<file path="src/rtl/pe_ipad_ring.sv">
// Input scratchpad for one PE row: a circular store of Depth words filled over
// a valid/ready handshake. Sliding windows are replayed to the MAC datapath,
// and stride words are popped after each window's final repeat so overlapping
// pixels are reused without being fetched again.
module pe_ipad_ring #(
  parameter int unsigned DWd    = 16,
  parameter int unsigned Depth  = 12,
  parameter int unsigned NWinWd = 8,
  parameter int unsigned RepWd  = 4,
  localparam int unsigned AWd   = $clog2(Depth),
  localparam int unsigned CWd   = $clog2(Depth + 1),
  localparam int unsigned TWd   = NWinWd + CWd
) (
  input  logic              i_clk,
  input  logic              i_rst,
  input  logic              i_start,
  input  logic              i_stall,
  input  logic [CWd-1:0]    i_conf_win,
  input  logic [CWd-1:0]    i_conf_stride,
  input  logic [NWinWd-1:0] i_conf_nwin,
  input  logic [RepWd-1:0]  i_conf_rep,
  input  logic              i_ipix_valid,
  input  logic [DWd-1:0]    i_ipix_data,
  output logic              o_ipix_ready,
  output logic              o_pix_valid,
  input  logic              i_pix_ready,
  output logic [DWd-1:0]    o_pix_data,
  output logic              o_pix_zero,
  output logic              o_pix_last,
  output logic              o_busy,
  output logic              o_done,
  output logic              o_err
);

  typedef enum logic [1:0] {StIdle, StRun, StDone} state_e;

  state_e r_state, w_state_d;
  logic   r_err, w_err_d;
  logic   w_start_ok;

  // Scratchpad storage with one zero flag per word
  logic [DWd-1:0] r_mem   [Depth];
  logic           r_zflag [Depth];

  // Pointers and counters
  logic [AWd-1:0]    r_wptr,    w_wptr_d;
  logic [AWd-1:0]    r_base,    w_base_d;
  logic [CWd-1:0]    r_count,   w_count_d;
  logic [CWd-1:0]    r_roff,    w_roff_d;
  logic [RepWd-1:0]  r_rep_cnt, w_rep_cnt_d;
  logic [NWinWd-1:0] r_win_cnt, w_win_cnt_d;
  logic [TWd-1:0]    r_in_cnt,  w_in_cnt_d;

  // Latched pass configuration (minus-one forms for terminal compares)
  logic [CWd-1:0]    r_win,     w_win_d;
  logic [CWd-1:0]    r_stride,  w_stride_d;
  logic [NWinWd-1:0] r_nwin_m1, w_nwin_m1_d;
  logic [RepWd-1:0]  r_rep_m1,  w_rep_m1_d;
  logic [TWd-1:0]    r_total,   w_total_d;

  logic              w_legal;
  logic [NWinWd-1:0] w_conf_nwin_m1;
  logic [TWd-1:0]    w_conf_total;
  logic              w_run;
  logic              w_ipix_ready;
  logic              w_pix_valid;
  logic              w_wr;
  logic              w_rd;
  logic [CWd-1:0]    w_win_m1;
  logic              w_win_end;
  logic              w_rep_end;
  logic              w_last_win;
  logic              w_pop;
  logic              w_final;
  logic [CWd-1:0]    w_pop_amt;
  logic [CWd:0]      w_idx_sum;
  logic [CWd:0]      w_idx_wrap;
  logic [AWd-1:0]    w_rd_idx;
  logic [CWd:0]      w_base_sum;
  logic [CWd:0]      w_base_wrap;
  logic [AWd-1:0]    w_wptr_inc;

  // Config legality and total input words needed for the pass
  always_comb begin
    w_legal = (i_conf_win != '0) && (i_conf_win <= CWd'(Depth)) &&
              (i_conf_stride != '0) && (i_conf_stride <= i_conf_win) &&
              (i_conf_nwin != '0) && (i_conf_rep != '0);
    w_conf_nwin_m1 = i_conf_nwin - NWinWd'(1);
    w_conf_total   = TWd'(i_conf_win) + TWd'(w_conf_nwin_m1) * TWd'(i_conf_stride);
  end

  // Handshakes, window/repeat terminal conditions and wrapped indices
  always_comb begin
    w_run        = (r_state == StRun);
    w_ipix_ready = w_run && !i_stall && (r_count < CWd'(Depth)) && (r_in_cnt < r_total);
    w_pix_valid  = w_run && !i_stall && (r_roff < r_count);
    w_wr         = w_ipix_ready && i_ipix_valid;
    w_rd         = w_pix_valid && i_pix_ready;

    w_win_m1   = r_win - CWd'(1);
    w_win_end  = (r_roff == w_win_m1);
    w_rep_end  = (r_rep_cnt == r_rep_m1);
    w_last_win = (r_win_cnt == r_nwin_m1);
    w_pop      = w_rd && w_win_end && w_rep_end;
    w_final    = w_pop && w_last_win;

    // The final window drains everything it covered; others drop only stride
    if (!w_pop)       w_pop_amt = '0;
    else if (w_final) w_pop_amt = r_win;
    else              w_pop_amt = r_stride;

    // base < Depth and roff < Depth, so one conditional subtract wraps
    w_idx_sum  = (CWd+1)'(r_base) + (CWd+1)'(r_roff);
    w_idx_wrap = (w_idx_sum >= (CWd+1)'(Depth)) ? w_idx_sum - (CWd+1)'(Depth) : w_idx_sum;
    w_rd_idx   = AWd'(w_idx_wrap);

    w_base_sum  = (CWd+1)'(r_base) + (CWd+1)'(r_stride);
    w_base_wrap = (w_base_sum >= (CWd+1)'(Depth)) ? w_base_sum - (CWd+1)'(Depth) : w_base_sum;

    w_wptr_inc = (r_wptr == AWd'(Depth - 1)) ? '0 : r_wptr + AWd'(1);
  end

  // FSM next state; stall freezes everything including start handling
  always_comb begin
    w_state_d  = r_state;
    w_err_d    = 1'b0;
    w_start_ok = 1'b0;
    if (!i_stall) begin
      case (r_state)
        StIdle: begin
          if (i_start) begin
            if (w_legal) begin
              w_state_d  = StRun;
              w_start_ok = 1'b1;
            end else begin
              w_err_d = 1'b1;
            end
          end
        end
        StRun:   if (w_final) w_state_d = StDone;
        StDone:  w_state_d = StIdle;
        default: w_state_d = StIdle;
      endcase
    end
  end

  // Pointer, counter and config next-state
  always_comb begin
    w_wptr_d    = r_wptr;
    w_base_d    = r_base;
    w_count_d   = r_count;
    w_roff_d    = r_roff;
    w_rep_cnt_d = r_rep_cnt;
    w_win_cnt_d = r_win_cnt;
    w_in_cnt_d  = r_in_cnt;
    w_win_d     = r_win;
    w_stride_d  = r_stride;
    w_nwin_m1_d = r_nwin_m1;
    w_rep_m1_d  = r_rep_m1;
    w_total_d   = r_total;
    if (w_start_ok) begin
      w_wptr_d    = '0;
      w_base_d    = '0;
      w_count_d   = '0;
      w_roff_d    = '0;
      w_rep_cnt_d = '0;
      w_win_cnt_d = '0;
      w_in_cnt_d  = '0;
      w_win_d     = i_conf_win;
      w_stride_d  = i_conf_stride;
      w_nwin_m1_d = w_conf_nwin_m1;
      w_rep_m1_d  = i_conf_rep - RepWd'(1);
      w_total_d   = w_conf_total;
    end else begin
      if (w_wr) begin
        w_wptr_d   = w_wptr_inc;
        w_in_cnt_d = r_in_cnt + TWd'(1);
      end
      if (w_rd) begin
        if (!w_win_end) begin
          w_roff_d = r_roff + CWd'(1);
        end else begin
          w_roff_d = '0;
          if (!w_rep_end) begin
            w_rep_cnt_d = r_rep_cnt + RepWd'(1);
          end else begin
            w_rep_cnt_d = '0;
            if (!w_last_win) begin
              w_base_d    = AWd'(w_base_wrap);
              w_win_cnt_d = r_win_cnt + NWinWd'(1);
            end
          end
        end
      end
      // Write and pop may coincide; net occupancy change is +wr - popped
      w_count_d = r_count + CWd'(w_wr) - w_pop_amt;
    end
  end

  // State and error pulse registers
  always_ff @(posedge i_clk or posedge i_rst) begin
    if (i_rst) begin
      r_state <= StIdle;
      r_err   <= 1'b0;
    end else begin
      r_state <= w_state_d;
      r_err   <= w_err_d;
    end
  end

  // Pointer, counter and config registers
  always_ff @(posedge i_clk or posedge i_rst) begin
    if (i_rst) begin
      r_wptr    <= '0;
      r_base    <= '0;
      r_count   <= '0;
      r_roff    <= '0;
      r_rep_cnt <= '0;
      r_win_cnt <= '0;
      r_in_cnt  <= '0;
      r_win     <= '0;
      r_stride  <= '0;
      r_nwin_m1 <= '0;
      r_rep_m1  <= '0;
      r_total   <= '0;
    end else begin
      r_wptr    <= w_wptr_d;
      r_base    <= w_base_d;
      r_count   <= w_count_d;
      r_roff    <= w_roff_d;
      r_rep_cnt <= w_rep_cnt_d;
      r_win_cnt <= w_win_cnt_d;
      r_in_cnt  <= w_in_cnt_d;
      r_win     <= w_win_d;
      r_stride  <= w_stride_d;
      r_nwin_m1 <= w_nwin_m1_d;
      r_rep_m1  <= w_rep_m1_d;
      r_total   <= w_total_d;
    end
  end

  // Scratchpad write port
  always_ff @(posedge i_clk or posedge i_rst) begin
    if (i_rst) begin
      for (int unsigned i = 0; i < Depth; i++) begin
        r_mem[i]   <= '0;
        r_zflag[i] <= 1'b0;
      end
    end else if (w_wr) begin
      r_mem[r_wptr]   <= i_ipix_data;
      r_zflag[r_wptr] <= (i_ipix_data == '0);
    end
  end

  // Outputs; read data is gated so stalled or idle cycles present zeros
  always_comb begin
    o_ipix_ready = w_ipix_ready;
    o_pix_valid  = w_pix_valid;
    o_pix_data   = w_pix_valid ? r_mem[w_rd_idx] : '0;
    o_pix_zero   = w_pix_valid && r_zflag[w_rd_idx];
    o_pix_last   = w_pix_valid && w_win_end && w_rep_end && w_last_win;
    o_busy       = w_run;
    o_done       = (r_state == StDone);
    o_err        = r_err;
  end

endmodule

</file>
<file path="config.mk">
export PLATFORM = sky130hd
export DESIGN_NAME = pe_ipad_ring
export DESIGN_NICKNAME = d
export VERILOG_FILES = /design/src/rtl/pe_ipad_ring.sv
export SDC_FILE = /design/constraint.sdc
export NUM_CORES = 1
export LEC_CHECK = 0
export ABC_AREA = 1
export CAP_MARGIN = 20
export CORE_MARGIN = 2
export CORE_UTILIZATION = 56
export DETAILED_ROUTE_END_ITERATION = 8
export GPL_TIMING_DRIVEN = 0
export PLACE_DENSITY = 0.77
export REMOVE_ABC_BUFFERS = 1
export SLEW_MARGIN = 25
export SYNTH_ARGS = -nofsm -noshare
export SYNTH_HDL_FRONTEND = slang
export SYNTH_SLANG_ARGS = --single-unit
</file>
<file path="constraint.sdc">
create_clock -name i_clk -period 8 [get_ports i_clk]
set_input_delay 0.8 -clock i_clk [delete_from_list [all_inputs] [get_ports i_clk]]
set_output_delay 0.8 -clock i_clk [all_outputs]
set_load 0.02 [all_outputs]
</file>
# ---- Word level (Yosys, flattened, before mapping)
# Cells that the tools add are included.
dict set report op_classes {
  order_cmp 10
  bitwise 3
  n_reduce_logical 33
  muxes 52
  add_sub_neg 15
  mul 1
  n_eq_ne 10
}
# cell count
set ops {}
lappend ops {{192-bit bitwise mux} 1}
lappend ops {{4-bit 2-to-1 mux} 20}
lappend ops {{16-bit binary-select mux with 4-bit select} 1}
lappend ops {{16-bit demux with 4-bit select} 1}
lappend ops {{16-bit 2-to-1 mux} 4}
lappend ops {{8-bit 2-to-1 mux} 5}
lappend ops {{12-bit 2-to-1 mux} 2}
lappend ops {{1-bit logical AND} 19}
lappend ops {{16-bit logical NOT} 1}
lappend ops {{12-bit by 1-bit adder with 12-bit output, second input constant} 1}
lappend ops {{4-bit by 1-bit adder with 4-bit output, second input constant} 3}
lappend ops {{4-bit by 12-bit adder with 12-bit output} 1}
lappend ops {{12-bit bitwise mux} 1}
lappend ops {{12-bit < comparator} 1}
lappend ops {{8-bit by 4-bit multiplier with 12-bit output} 1}
lappend ops {{4-bit nonzero test} 3}
lappend ops {{1-bit 2-to-1 mux} 11}
lappend ops {{4-bit by 4-bit adder with 5-bit output} 2}
lappend ops {{5-bit by 4-bit greater-or-equal comparator with 1-bit output, second input constant} 2}
lappend ops {{5-bit greater-or-equal comparator, second input constant} 2}
lappend ops {{4-bit NOT with 5-bit output} 2}
lappend ops {{8-bit by 1-bit adder with 8-bit output, second input constant} 1}
lappend ops {{4-bit == test} 2}
lappend ops {{8-bit == test} 1}
lappend ops {{other kinds (26)} 36}
dict set report word_totals {
  wordCells 162
  ff_bits 279
  input_bits 42
}

# ---- Logic depth before layout (Yosys ltp)
# Gate-level depths: netlist of the first run.
dict set report logic_depth {
  depth_word 12
  depth_mapped 24
  depth_no_buf 24
}

# ---- Worst setup path after synthesis of the first run
# OpenSTA, ideal clock, no wires.
dict set report synth_path {
  path_type {input to register}
  from {in i_conf_nwin[0]}
  to {reg r_total[6]}
  setup_slack_ns 3.806
  cell_stages 14
  required_ns 7.865
  arrival_time_ns 4.059
  path_buffers 0
  setup_ns 0.135
  path_cell_list {inv_1 > ha_1 > xnor2_1 > or2_2 > fa_1 > fa_1 > fa_1 > inv_1 > ha_1 > a21oi_1 > o21ai_0 > a21oi_1 > xor2_1 > o21ai_0}
}
dict set report synth_via {
  elab_chain_len 7
  word_cells_on_any_way 10
  cone_classes {add/sub: 2; mul: 1; mux: 4; reduce/logical: 3}
}
# element line
set synth_lines {}
lappend synth_lines {{from (decl)} 20} ;# input logic [NWinWd-1:0] i_conf_nwin,
lappend synth_lines {{parallel branches: the longest is 7 deep, another holds 8-bit by 4-bit multiplier with 12-bit output} -}
lappend synth_lines {{to (signal assigned)} 238} ;# r_total <= w_total_d;
lappend synth_lines {{to (decl)} 59} ;# logic [TWd-1:0] r_total, w_total_d;
# Parallel ways; which one is timed is not known.
# A chain may end at the register's enable or synchronous reset.

# ---- Worst setup path in the final report of the first run
dict set report layout_path {
  from {reg r_roff[0]}
  to {out o_pix_data[2]}
}
dict set report layout_via {
  elab_chain_len 8
  word_cells_on_any_way 11
  cone_classes {add/sub: 2; order compare: 2; mux: 5; bitwise: 1; reduce/logical: 1}
}
# element line
set layout_lines {}
lappend layout_lines {{from (decl)} 49} ;# logic [CWd-1:0] r_roff, w_roff_d;
lappend layout_lines {{from (signal assigned)} 230} ;# r_roff <= w_roff_d;
lappend layout_lines {{4-bit by 4-bit adder with 5-bit output} 113} ;# w_idx_sum = (CWd+1)'(r_base) + (CWd+1)'(r_roff);
lappend layout_lines {{4-bit subtractor or 5-bit by 4-bit greater-or-equal comparator with 1-bit output (tied branches)} 114} ;# w_idx_wrap = (w_idx_sum >= (CWd+1)'(Depth)) ? w_idx_sum - (CWd+1)'(Depth) : w_idx_sum;
lappend layout_lines {{4-bit 2-to-1 mux} 114}
lappend layout_lines {{4-bit NOT with 5-bit output (not written as such)} 259} ;# o_pix_data = w_pix_valid ? r_mem[w_rd_idx] : '0;
lappend layout_lines {{16-bit binary-select mux with 4-bit select} 259}
lappend layout_lines {{16-bit 2-to-1 mux (not written as such) (2 in series)} 259}
lappend layout_lines {{16-bit 2-to-1 mux (*)} 259}
lappend layout_lines {{to (decl)} 27} ;# output logic [DWd-1:0] o_pix_data,
# Mark *: on every way between the ends. The rest lies on a longest branch, timed or not. The select of a mux whose other input is x is not followed.

==> out/summary.json, run 1 <==
{
  "run_status": "finished clean",
  "place_worst_setup_slack_ns": 2.48,
  "timing.critical_path.from_type": "flip-flop",
  "crit-reg2reg-capture": "r_count[2]",
  "internal-power_mw": 3.22,
  "grtUsageTotal_pct": 29.6,
  "post_detail_place_hpwl_microns": 28700,
  "number_of_antenna_violations_at_the_first_check_in_global_routing": 0,
  "synth_common_cells": "sky130_fd_sc_hd__nand2_1, sky130_fd_sc_hd__dfrtp_1, sky130_fd_sc_hd__nand4_1, sky130_fd_sc_hd__nor2_1, sky130_fd_sc_hd__o21ai_0",
  "area_share_of_the_largest_cell_type_after_synthesis_pct": 41.7,
  "sequential_cell_area_sq_um": 6980,
  "synthesized_instance_count": 2151,
  "post_drt_wl_per_cell_microns": 18.1,
  "syn_avg_cell_area_sq_um": 7.78,
  "seq_area_frac_synth_pct": 41.7,
  "antenna_diode_count": 0,
  "setup.worst_path.end_class": "output port",
  "detailed_route_drc_error_count": 0,
  "ys.warnings.count": 0,
  "fillers": 2487,
  "placement.cell_area_sq_um": 17800,
  "die-width_microns": 177,
  "reg2reg_setup_slack_ns": 3.88,
  "worst-setup-path-type": "reg2out",
  "post_drt_antenna_nets": 0,
  "die_height_microns": 177,
  "io_buffers": 64,
  "path_type_of_the_worst_min_delay_path": "reg2reg",
  "totalWireLength_microns": 45900,
  "cap_viol_max_count": 0,
  "irDropWorstVdd_v": 0.000187,
  "first_pass_grt_wire_length_microns": 75100,
  "cts_inserted_buffers": 30,
  "final_period_minus_worst_setup_slack_ns": 6.25,
  "finish.instance_area_sq_um": 18900,
  "synthMostInstantiatedCell": "sky130_fd_sc_hd__nand2_1",
  "worst_pin_slew_ns": 1.06,
  "path_max_fanout": 59,
  "fmaxAchievable_mhz": 160,
  "cts_tree": "yes",
  "final_layout_size_suffix_gt1_share_pct": 6.42,
  "p_sw_mw": 1.84,
  "slew_viol_final": 0,
  "crit-reg2reg-launch": "r_in_cnt[9]",
  "route.vias.total": 15400,
  "maxSlewHeadroom_pct": 29.5,
  "timing.critical_path.to": "o_pix_data[2]",
  "root_buffer_master": "sky130_fd_sc_hd__clkbuf_16",
  "grt_ovf": 0,
  "initial_core_util_pct": 56.6,
  "post_synth_main_area_contributors": "sky130_fd_sc_hd__dfrtp_1, sky130_fd_sc_hd__nand2_1, sky130_fd_sc_hd__nand4_1",
  "postCtsSetupRepairBufs": 0,
  "top_level_ports": 65,
  "timing.critical_path.arrival_ns": 5.45,
  "setup_repair_after_global_routing_missed_its_margin": "false",
  "coreArea_sq_um": 29600,
  "crit_path_start": "r_roff[0]",
  "post_cts_hold_buffer_count": 0,
  "synth_enable_flop_cells": 0,
  "synth_area_leader_cell": "sky130_fd_sc_hd__dfrtp_1",
  "postSynthRegisterBits": 279,
  "power_share_of_the_combinational_group_pct": 34.6,
  "cts.path.max_buffers": 3,
  "first_global_vias": 14900,
  "clock_latency_late_sink_ns": 0.57,
  "drt_first_iter_violations": 1756,
  "synth.distinct_cells": 42,
  "final_nets": 2257,
  "viasPerCell": 6.07,
  "utilization_pct": 63.9,
  "netlist_area_sq_um": 16700,
  "finalSetupViolations": 0,
  "floorplan.rows": 63,
  "ctsResizeCount": 0,
  "sink_count_of_the_clock_tree": 279,
  "power.share.sequential_pct": 34.2,
  "timing.reg2reg.worst_path_depth": 17,
  "p_per_area_nw_per_um2": 267,
  "hold_viol_final": 0,
  "static-leakage-power_nw": 9.61,
  "synth_flop_cell": "sky130_fd_sc_hd__dfrtp_1",
  "dieArea_sq_um": 31300,
  "htreeDepth": 1,
  "clockPowerShare_pct": 31.1,
  "worst-endpoint-required_ns": 7.20,
  "worst_slack_ns": 1.75,
  "drt_pre_antenna_iters": 6,
  "netSwitchingFraction_pct": 36.3,
  "multiInputGateArea_sq_um": 8620,
  "finClkSkew_ns": 0.0245,
  "async_flop_share_pct": 100,
  "area_delta_synth_final_pct": 12.8,
  "timing.final.crit_share_pct": 78.1,
  "grt_max_degree": 111,
  "final_estimated_routing_congestion_in_global_placement": 0.839,
  "cts.reportedPaths.clkPinSlew_ns": 0.06
}
## per-stage QoR
step | cells | hold slack (ns) | TNS (ns) | power (mW)
after global placement | 2459 | 0.448 | -1505.78 | 3.36
after global routing | 2538 | 0.477 | 0 | 5.34
after detailed placement | 2485 | 0.453 | 0 | 3.47
after floorplan | 2005 | 0.437 | -137.78 | 2.89
final | 2538 | 0.467 | 0 | 5.05
after CTS | 2538 | 0.468 | 0 | 5.04
## cell type report
type                       instances  area share, %
clock buffer                      41           4.46
clock inverter                    12           1.44
inverter                         124           2.55
multi-input combinational       1602           45.6
sequential                       279           37.0
tap                              390           2.58
timing repair buffer              90           6.36
## layer usage
metal | GRT usage [%] | share of wire [%] | vias up
met3 | 3.67 | 7.3 | 131
li1 | - | - | 7187
met1 | 38.1 | 40 | 7404
met4 | 13.3 | 4.2 | 0
met2 | 50.1 | 49 | 687
met5 | 0 | 0 | -
## placed cells by master (no fill, tap or decap), drive strengths merged, types with 2 or more instances in the layout
| cell type | instances |
|---|---|
| buf | 27 |
| a32o | 7 |
| xnor2 | 11 |
| fa | 18 |
| a21oi | 50 |
| nor3 | 17 |
| nand4 | 230 |
| bufinv | 8 |
| nand3 | 94 |
| xor2 | 31 |
| clkinv | 7 |
| nand3b | 2 |
| nor2 | 197 |
| dfrtp | 279 |
| o21ai | 145 |
| nor4 | 5 |
| nand2 | 664 |
| ha | 70 |
| or2 | 10 |
| clkbuf | 41 |
| clkdlybuf4s50 | 63 |
| inv | 121 |
| o22ai | 45 |
## cell families after synthesis
group | synth area share (%)
xor gates and xnor gates | 2.20
and+or+nand+nor | 33.3
buffers and inverters | 7.20
adders and majority gates | 7.39
AOI/OAI and AO/OA | 8.21
DFF | 41.7
## power groups by stage
stage | registers (mW) | logic, mW | clock network [mW]
floorplan | 1.71 | 1.17 | 0
global placement | 1.74 | 1.62 | 0
detailed placement | 1.75 | 1.72 | 0
CTS | 1.73 | 1.73 | 1.58
global route | 1.75 | 1.95 | 1.64
finish | 1.73 | 1.75 | 1.57
## critical path, stage by stage, from the launching register on
cell and delay, ns:
sky130_fd_sc_hd__dfrtp_1 0.47, sky130_fd_sc_hd__ha_4 0.21, sky130_fd_sc_hd__fa_2 0.82, sky130_fd_sc_hd__inv_4 0.36, sky130_fd_sc_hd__nand2_1 0.15, sky130_fd_sc_hd__nor2_1 0.07
sky130_fd_sc_hd__o22ai_2 0.58, sky130_fd_sc_hd__nand2_2 0.57, sky130_fd_sc_hd__inv_2 0.52, sky130_fd_sc_hd__nand2_1 0.17, sky130_fd_sc_hd__nand2_1 0.10, sky130_fd_sc_hd__nand2_1 0.05
sky130_fd_sc_hd__nor2_1 0.18, sky130_fd_sc_hd__clkdlybuf4s50_1 0.63
## registers in the layout, indices dropped and copies added, names as in the netlist
register,count
r_in_cnt,12
o_err,1
r_nwin_m1,8
r_mem,192
r_stride,4
r_win,4
r_win_cnt,8
r_count,4
r_state,2
r_total,12
r_roff,4
r_rep_cnt,4
r_zflag,12
r_rep_m1,4
r_wptr,4
r_base,4
## worst min path at each step
stage / from / to / slack [ns] / cells after the start
after floorplan: r_mem[127] / r_mem[127] / 0.44 / 2
after global placement: r_mem[112] / r_mem[112] / 0.45 / 2
after detailed placement: r_mem[119] / r_mem[119] / 0.45 / 2
after CTS: r_mem[150] / r_mem[150] / 0.47 / 2
after global routing: r_mem[95] / r_mem[95] / 0.48 / 2
final: r_mem[144] / r_mem[144] / 0.47 / 2
No activity file was read; power rests on OpenSTA's default activity.
==> run 2, diff against run 1 <==
--- a/config.mk
+++ b/config.mk
@@ -8,10 +8,10 @@
 export ABC_AREA = 1
 export CAP_MARGIN = 20
 export CORE_MARGIN = 2
-export CORE_UTILIZATION = 56
+export CORE_UTILIZATION = 62
 export DETAILED_ROUTE_END_ITERATION = 8
 export GPL_TIMING_DRIVEN = 0
-export PLACE_DENSITY = 0.77
+export PLACE_DENSITY = 0.81
 export REMOVE_ABC_BUFFERS = 1
 export SLEW_MARGIN = 25
 export SYNTH_ARGS = -nofsm -noshare
==> constraint.sdc (replaced) <==
create_clock -name i_clk -period 6.3 [get_ports i_clk]
set_input_delay 0.63 -clock i_clk [delete_from_list [all_inputs] [get_ports i_clk]]
set_output_delay 0.63 -clock i_clk [all_outputs]
set_load 0.02 [all_outputs]
==> out/summary.json, run 2 (same netlist as run 1, synthesis figures left out) <==
{
  "critical-path-top-delay-family": "buffers and inverters",
  "drt_first_iter_violations": 1711,
  "worst-endpoint-required_ns": 5.67,
  "worst-setup-path-type": "reg2out",
  "route.vias.total": 15500,
  "antenna_diode_count": 0,
  "first_pass_grt_wire_length_microns": 75400,
  "grtUsageTotal_pct": 32.5,
  "hold_viol_final": 0,
  "coreArea_sq_um": 26700,
  "die-width_microns": 168,
  "post_drt_antenna_nets": 0,
  "path_type_of_the_worst_min_delay_path": "in2reg",
  "cts.reportedPaths.clkPinSlew_ns": 0.06,
  "cts_tree": "yes",
  "cap_viol_max_count": 0,
  "final_period_minus_worst_setup_slack_ns": 6.05,
  "worstHoldStart": "i_ipix_valid",
  "final_layout_size_suffix_gt1_share_pct": 5.98,
  "largest-register": "r_mem",
  "finClkSkew_ns": 0.0305,
  "placement.cell_area_sq_um": 17600,
  "reg2reg_setup_slack_ns": 2.65,
  "htreeDepth": 1,
  "maxSlewHeadroom_pct": 27.1,
  "worst_pin_slew_ns": 1.09,
  "postCtsSetupRepairBufs": 0,
  "setup_repair_after_global_routing_missed_its_margin": "false",
  "worst_slack_ns": 0.247,
  "number_of_antenna_violations_at_the_first_check_in_global_routing": 0,
  "clock_latency_late_sink_ns": 0.59,
  "fmaxAchievable_mhz": 165,
  "io_buffers": 64,
  "first_global_vias": 15100,
  "worstHoldPathCells": 3,
  "post_cts_hold_buffer_count": 0,
  "worstHoldEndpoint": "r_mem[75]",
  "hold-worst-slack_ns": 0.426,
  "viasPerCell": 6.25,
  "run_status": "finished clean",
  "initial_core_util_pct": 62.6,
  "largest_reg_flops": 192,
  "totalWireLength_microns": 46000,
  "path_max_fanout": 59,
  "post_layout_nonfiller_instances": 2482,
  "crit-reg2reg-launch": "r_in_cnt[7]",
  "detailed_route_drc_error_count": 0,
  "post_drt_wl_per_cell_microns": 18.5,
  "crit-reg2reg-capture": "r_count[2]",
  "cts_inserted_buffers": 30,
  "slew_viol_final": 0,
  "finalSetupViolations": 0,
  "final_estimated_routing_congestion_in_global_placement": 0.879,
  "timing.critical_path.arrival_ns": 5.42,
  "sequential_cell_area_sq_um": 6980,
  "timing.reg2reg.worst_path_depth": 15,
  "area_delta_synth_final_pct": 11.0,
  "p_per_area_nw_per_um2": 329,
  "sink_count_of_the_clock_tree": 279,
  "timing.critical_path.from_type": "flip-flop",
  "root_buffer_master": "sky130_fd_sc_hd__clkbuf_16",
  "drt_pre_antenna_iters": 6,
  "final_nets": 2254,
  "critPathBufInv": 4,
  "static-leakage-power_nw": 9.49,
  "most_common_cell_after_layout_fill_and_taps_aside": "sky130_fd_sc_hd__nand2_1",
  "fin_total_pwr_mw": 6.12,
  "cts.path.max_buffers": 3,
  "irDropWorstVdd_v": 0.000220,
  "floorplan.rows": 60,
  "setup.worst_path.end_class": "output port",
  "fillers": 2133,
  "die_height_microns": 168,
  "cp_slowest_cell": "sky130_fd_sc_hd__fa_2",
  "dp_cells": 2433,
  "grt_ovf": 0,
  "place_worst_setup_slack_ns": 0.839,
  "multiInputGateArea_sq_um": 8620,
  "dieArea_sq_um": 28300,
  "critical_path.most_common_cell": "sky130_fd_sc_hd__nand2_1",
  "post_detail_place_hpwl_microns": 28600,
  "ctsResizeCount": 0,
  "layout.cells.most_common_list": "sky130_fd_sc_hd__nand2_1, sky130_fd_sc_hd__dfrtp_1, sky130_fd_sc_hd__nand4_1",
  "cp_cell_sequence": "ha_4 > fa_2 > buf_16 > inv_4 > nand2_1 > nor2_1 > o22ai_2 > nand2_4 > inv_2 > nand2_1 > nand2_1 > nand2_1 > nor2_1 > clkdlybuf4s50_1",
  "max_stage_delay_ns": 0.92,
  "timing.final.crit_share_pct": 96.1,
  "grt_max_degree": 111,
  "finish.instance_area_sq_um": 18600,
  "top_level_ports": 65
}
==> run 2: cell types whose count changed in the layout (fill, tap and decap cells not counted), moves of 2 or more <==
cell | before | now
sky130_fd_sc_hd__bufinv_16 | 8 | 0
sky130_fd_sc_hd__clkbuf_1 | 6 | 9
sky130_fd_sc_hd__buf_6 | 4 | 2
sky130_fd_sc_hd__clkbuf_8 | 5 | 7
==> run 2: per-layer routing <==
layer  share of wire, %  track usage [%]
met3                7.5             4.30
met2                 49             54.8
met4                4.6             15.8
met5                  0                0
met1                 39             41.7
==> run 2: report_power, final <==
part | internal (mW) | switching [mW] | total [mW]
combinational | 0.786 | 1.45 | 2.24
clock | 0.952 | 0.732 | 1.68
sequential | 2.03 | 0.169 | 2.20
total | 3.77 | 2.35 | 6.12
==> run 2: area by class of cell <==
class | count | area share [%]
clock buffer | 46 | 4.74
multi-input combinational | 1602 | 46.4
tap | 341 | 2.30
sequential | 279 | 37.6
inverter | 124 | 2.59
clock inverter | 3 | 0.215
timing repair buffer | 87 | 6.20
==> run 2: worst max path at each step <==
stage            startpoint  slack [ns]  cells after the start         end
2_1_floorplan         i_rst       -2.02                      1       o_err
3_3_place_gp   i_ipix_valid       -5.69                      9  r_count[2]
3_5_place_dp      r_roff[0]        0.84                     14  o_pix_zero
4_1_cts           r_roff[0]        0.21                     14  o_pix_zero
5_1_grt           r_roff[0]        0.08                     14  o_pix_zero
6_report          r_roff[0]        0.25                     14  o_pix_zero
==> run 2: through the flow <==
stage	setup TNS, ns	util, %
global route	0	69.5
finish	0	69.5
floorplan	-565.10	-
CTS	0	69.5
global placement	-2270.83	63.8
detailed placement	0	66.0
==> run 2: worst min-delay path: stages <==
cell and delay [ns]:
sky130_fd_sc_hd__buf_8 0.17, sky130_fd_sc_hd__nand4_1 0.12, sky130_fd_sc_hd__nand2_1 0.05
==> run 3, diff against run 2 <==
--- a/config.mk
+++ b/config.mk
@@ -9,6 +9,7 @@
 export CAP_MARGIN = 20
 export CORE_MARGIN = 2
 export CORE_UTILIZATION = 62
+export CTS_CLUSTER_SIZE = 12
 export DETAILED_ROUTE_END_ITERATION = 8
 export GPL_TIMING_DRIVEN = 0
 export PLACE_DENSITY = 0.81
==> results of run 3 <==
Same layout as run 2: the final DEF is identical, and so are final timing and power.
